===== src/rtl/float_acc_12.sv =====
// Accumulates a run of 12-bit floats (1s|5e bias 15|6m) into one sum, one term per cycle while ready_o.
// sum_valid_o pulses one cycle after the last accepted term; inputs arriving outside a run are dropped.
module float_acc_12 #(
    parameter int CNT_W = 8
) (
    input  logic             clk_i,
    input  logic             rst_i,
    input  logic             start_i,
    input  logic [CNT_W-1:0] len_i,
    input  logic [11:0]      data_i,
    input  logic             valid_i,
    output logic             ready_o,
    output logic [11:0]      sum_o,
    output logic             sum_valid_o,
    output logic             busy_o
);
    typedef enum logic [1:0] {IDLE, ACC, DONE} state_t;

    state_t            state_q;
    logic [CNT_W-1:0]  len_q;
    logic [CNT_W-1:0]  cnt_q;
    logic [CNT_W-1:0]  cnt_d;
    logic [11:0]       acc_q;
    logic [11:0]       acc_d;
    logic [11:0]       sum_q;
    logic              ready_q;
    logic              sum_valid_q;
    logic              busy_q;

    logic [11:0]       x;
    logic [11:0]       y;
    logic [4:0]        d;
    logic [7:0]        ma;
    logic [7:0]        mb;
    logic [8:0]        s;
    logic [7:0]        n;
    logic [7:0]        r;
    logic [3:0]        lz;
    logic              found;
    logic signed [7:0] e;
    logic [5:0]        m;

    always_comb begin
        x     = acc_q;
        y     = data_i;
        d     = 5'd0;
        ma    = 8'd0;
        mb    = 8'd0;
        s     = 9'd0;
        n     = 8'd0;
        r     = 8'd0;
        lz    = 4'd0;
        found = 1'b0;
        e     = 8'sd0;
        m     = 6'd0;
        acc_d = acc_q;
        cnt_d = cnt_q + 1'b1;
        if (acc_q[10:6] == 5'd0) begin
            acc_d = data_i;
        end else if (data_i[10:6] == 5'd0) begin
            acc_d = acc_q;
        end else begin
            if (data_i[10:0] > acc_q[10:0]) begin
                x = data_i;
                y = acc_q;
            end
            d  = x[10:6] - y[10:6];
            ma = {1'b1, x[5:0], 1'b0};
            mb = (d >= 5'd8) ? 8'd0 : ({1'b1, y[5:0], 1'b0} >> d);
            s  = (x[11] == y[11]) ? ({1'b0, ma} + {1'b0, mb}) : ({1'b0, ma} - {1'b0, mb});
            for (int i = 7; i >= 0; i--) begin
                if (!found) begin
                    if (s[i]) found = 1'b1;
                    else      lz = lz + 4'd1;
                end
            end
            e = $signed({3'b000, x[10:6]});
            if (s[8]) begin
                n = s[8:1];
                e = e + 8'sd1;
            end else begin
                n = s[7:0] << lz;
                e = e - $signed({4'b0000, lz});
            end
            // n holds {hidden, 6 mantissa bits, guard}; round half-up on the guard bit
            r = {1'b0, n[7:1]} + {7'd0, n[0]};
            if (r[7]) begin
                m = r[6:1];
                e = e + 8'sd1;
            end else begin
                m = r[5:0];
            end
            if (s == 9'd0)          acc_d = 12'h000;
            else if (e > 8'sd31)    acc_d = {x[11], 11'h7FF};
            else if (e <= 8'sd0)    acc_d = 12'h000;
            else                    acc_d = {x[11], e[4:0], m};
        end
    end

    always_ff @(posedge clk_i or posedge rst_i) begin
        if (rst_i) begin
            state_q     <= IDLE;
            len_q       <= '0;
            cnt_q       <= '0;
            acc_q       <= 12'h000;
            sum_q       <= 12'h000;
            ready_q     <= 1'b0;
            sum_valid_q <= 1'b0;
            busy_q      <= 1'b0;
        end else begin
            case (state_q)
                IDLE: begin
                    if (start_i) begin
                        len_q  <= len_i;
                        cnt_q  <= '0;
                        acc_q  <= 12'h000;
                        busy_q <= 1'b1;
                        if (len_i != '0) begin
                            state_q <= ACC;
                            ready_q <= 1'b1;
                        end else begin
                            state_q     <= DONE;
                            sum_q       <= 12'h000;
                            sum_valid_q <= 1'b1;
                        end
                    end
                end
                ACC: begin
                    if (valid_i) begin
                        acc_q <= acc_d;
                        cnt_q <= cnt_d;
                        if (cnt_d == len_q) begin
                            state_q     <= DONE;
                            ready_q     <= 1'b0;
                            sum_q       <= acc_d;
                            sum_valid_q <= 1'b1;
                        end
                    end
                end
                default: begin
                    state_q     <= IDLE;
                    sum_valid_q <= 1'b0;
                    busy_q      <= 1'b0;
                end
            endcase
        end
    end

    assign ready_o     = ready_q;
    assign sum_o       = sum_q;
    assign sum_valid_o = sum_valid_q;
    assign busy_o      = busy_q;
endmodule


===== config.mk =====
export PLATFORM = sky130hd
export DESIGN_NAME = float_acc_12
export DESIGN_NICKNAME = d
export VERILOG_FILES = /design/src/rtl/float_acc_12.sv
export SDC_FILE = /design/constraint.sdc
export NUM_CORES = 1
export LEC_CHECK = 0
export ABC_CLOCK_PERIOD_IN_PS = 13500
export BUFFER_PORTS_ARGS = -buffer_cell sky130_fd_sc_hd__buf_2
export CORE_MARGIN = 8
export CORE_UTILIZATION = 56
export DETAILED_ROUTE_END_ITERATION = 10
export GPL_ROUTABILITY_DRIVEN = 0
export HOLD_SLACK_MARGIN = 0.15
export PLACE_DENSITY = 0.75
export SYNTH_ARGS = -nofsm -noshare
export SYNTH_HDL_FRONTEND = slang
export SYNTH_SLANG_ARGS = --single-unit

===== constraint.sdc =====
create_clock -name clk_i -period 13.5 [get_ports clk_i]
set_clock_uncertainty 0.1 [all_clocks]
set_input_delay 2.025 -clock clk_i [delete_from_list [all_inputs] [get_ports clk_i]]
set_output_delay 2.025 -clock clk_i [all_outputs]
set_load 0.05 [all_outputs]

==> flow_metrics.py <==
metrics = {
    "routing": {
        "wire_per_inst_um": 19.38,
        "drt_iter0_drc": 859,
        "viasPerCell": 6.589,
        "vias": 6062,
        "wl_um": 17830,
        "ant_nets": 0,
        "drc": 0,
        "drtPass1Iterations": 5,
    },
    "clocking": {
        "h-tree-depth": 2,
        "max-clock-path-buffers": 2,
        "tritoncts": "built",
        "clock_latency_ns": 0.30,
        "cts-root-buf": "clkbuf_8",
        "cts_sinks": 45,
        "path_clk_slew_ns": 0.09,
        "numCtsBuffers": 5,
    },
    "placement": {
        "hpwl_um": 13460,
        "port_buffers": 38,
    },
    "sta": {
        "hold_viol_final": 0,
        "fin_crit_ns": 13.26,
        "slew_headroom_pct": 15.98,
        "setup_viol": 0,
        "tightestPinTransition_ns": 1.260,
        "clock.fmax_mhz": 75.44,
        "slew_viol_final": 0,
        "period_share_pct": 98.19,
        "hold_ws_ns": 0.3888,
    },
    "grt": {
        "track_usage_pct": 25.43,
        "antenna_found_initial": 0,
        "grt_pass1_vias": 5673,
        "grt_start_max_net_pins": 46,
        "grt_overflow_total": 0,
        "grt_pass1_wl_um": 28080,
    },
    "final_layout": {
        "nets": 852,
        "layout_commonest_cell": "nand2_1",
        "drive_above_1_share_pct": 25.16,
        "n_antenna_cell": 0,
        "utilization_pct": 68.76,
        "area_growth_syn_to_layout_pct": 19.59,
        "multi_input_area_um2": 4504,
        "final_cell_mix": "64 x nand2_1, 55 x buf_4, 51 x o21ai_0, 50 x nor2_1, 48 x a21oi_1",
        "ff_latch_area_um2": 1126,
        "final.fill_count": 816,
    },
    "yosys": {
        "syn-cell-area_um2": 5594,
        "ys_ff_latch": 45,
        "synth.avg_cell_area_um2": 7.846,
        "synth_top_area_share_pct": 20.13,
        "yosys_warnings": 0,
        "netlist_instances": 713,
        "ys_seq_area_share_pct": 20.13,
        "synth-edff-count": 0,
        "yosysTopAreaCell": "dfrtp_1",
        "ys.flop_type": "dfrtp_1",
        "yosysUniqueCellTypes": 82,
        "synth_nets": 779,
        "synth.area.top_cells": "dfrtp_1 20%, ha_1 8.7%, o21ai_0 5.1%",
        "postSynth.asyncResetShare_pct": 100.0,
    },
    "run": {
        "cap_violations": 0,
    },
    "setup_path": {
        "rrSetupSlack_ns": 1.51,
        "critPathMaxFanout": 6,
        "critical_path.max_stage_delay_ns": 0.49,
        "endpoint_kind": "flip-flop",
        "rr_endpoint": "acc_q[0]",
        "startpoint_type": "input pin",
        "crit_slowest_cell": "fa_1",
        "reg2reg_from": "acc_q[2]",
        "crit_type": "in2reg",
        "cp.required_ns": 13.60,
        "arrival_ns": 13.35,
        "path_common_cell": "a21oi_1",
        "r2r_cells": 57,
    },
    "min_path": {
        "hp-class": "reg2reg",
        "hold_path_end": "sum_o[11]",
        "worstHoldStart": "sum_o[11]",
        "hold_depth": 2,
    },
    "die": {
        "die_height_um": 115.9,
        "die_x_um": 115.9,
        "core_area_um2": 9729,
        "ioPinCount": 39,
        "initial_utilization_pct": 57.50,
        "die_area_um2": 13440,
        "num_rows": 36,
    },
    "outcome": {
        "run_status": "complete, no violations",
    },
}
## per-stage QoR
stage | instance area [um^2] | setup TNS, ns | setup slack [ns] | std cells
after floorplan | 5608 | 0 | 0.04561 | 713
after global placement | 6120 | -0.01329 | -0.01329 | 897
after detailed placement | 6120 | -5.819 | -0.4201 | 897
after CTS | 6284 | 0 | 0.03394 | 910
after global routing | 6690 | -4.455 | -0.3322 | 920
final | 6690 | 0 | 0.2446 | 920
## cells by family after synthesis
family          after synthesis  synth area share, %
xor+xnor                     43                6.732
compound gates              235                29.34
flops                        45                20.13
simple gates                242                22.01
fa+ha+maj                    42                9.797
mux                          33                6.307
buf+inv                      73                5.681
## area by class of cell
type | count | area share [%]
well taps | 133 | 2.487
clock inverters | 3 | 0.6920
flip-flops and latches | 45 | 16.83
clock buffers | 5 | 1.029
repair buffers | 93 | 9.052
inverters | 46 | 2.581
multi-input cells | 595 | 67.33
## sequential cells by signal, summed over array words and instances, names as in the netlist
name         cells
sum_valid_o      1
cnt_q            8
len_q            8
ready_o          1
state_q          2
busy_o           1
sum_o           12
acc_q           12
## metal layers
metal,track usage [%],routed length (um)
met1,34.29,7474
met2,41.08,8353
met3,4.013,1588
met4,6.914,418
met5,0,0
## timing repair
item | CTS | global route
setup endpoints to repair | 12 | 24
gates resized for setup | 2 | 70
hold endpoints to repair | 0 | 0
setup buffers | 5 | 10
pin swaps | 1 | 18
hold buffers | 0 | 0
## cells in the mapped netlist (all sizes together), types with 3 or more instances
library cell  instances
xnor2                24
a221o                 3
nand2                66
and3                 15
a31oi                 9
a21boi                3
a22oi                 5
o21a                  4
nor3                  8
a32oi                 3
or2                   4
xor2                 19
o2111ai               3
o21bai                6
a211oi                5
dfrtp                45
nor2b                10
nor2                 57
ha                   39
mux2                 15
nand2b                9
inv                  46
a211o                 4
a21o                  9
a221oi                4
a21oi                55
or3                   5
and2                 10
nor4                  6
o21ai                67
mux2i                18
nor4b                 4
nand4                10
nand3                24
o211ai                5
or4                   6
o31ai                 9
buf                   9
clkbuf               18
fa                    3
a22o                 20
## worst max path at each step
stage | from | to | cells after the start
after global placement | data_i[10] | acc_q[0] | 62
after detailed placement | data_i[10] | acc_q[0] | 62
after global routing | data_i[8] | acc_q[0] | 61
after CTS | data_i[2] | acc_q[0] | 60
after floorplan | data_i[6] | acc_q[0] | 63
final | data_i[8] | acc_q[0] | 57
## critical path: cells and delay by family
family                   cells  cell delay, ns
AO/OA/AOI/OAI               22            4.20
XOR/XNOR                     3            0.57
adder cells (fa/ha/maj)     10            2.94
buffers and inverters        7            0.68
multiplexers                 5            1.20
AND/OR/NAND/NOR             10            1.70
Power is not shown: default switching activity piles up to over one toggle a cycle in this logic, so the estimate is an artifact.
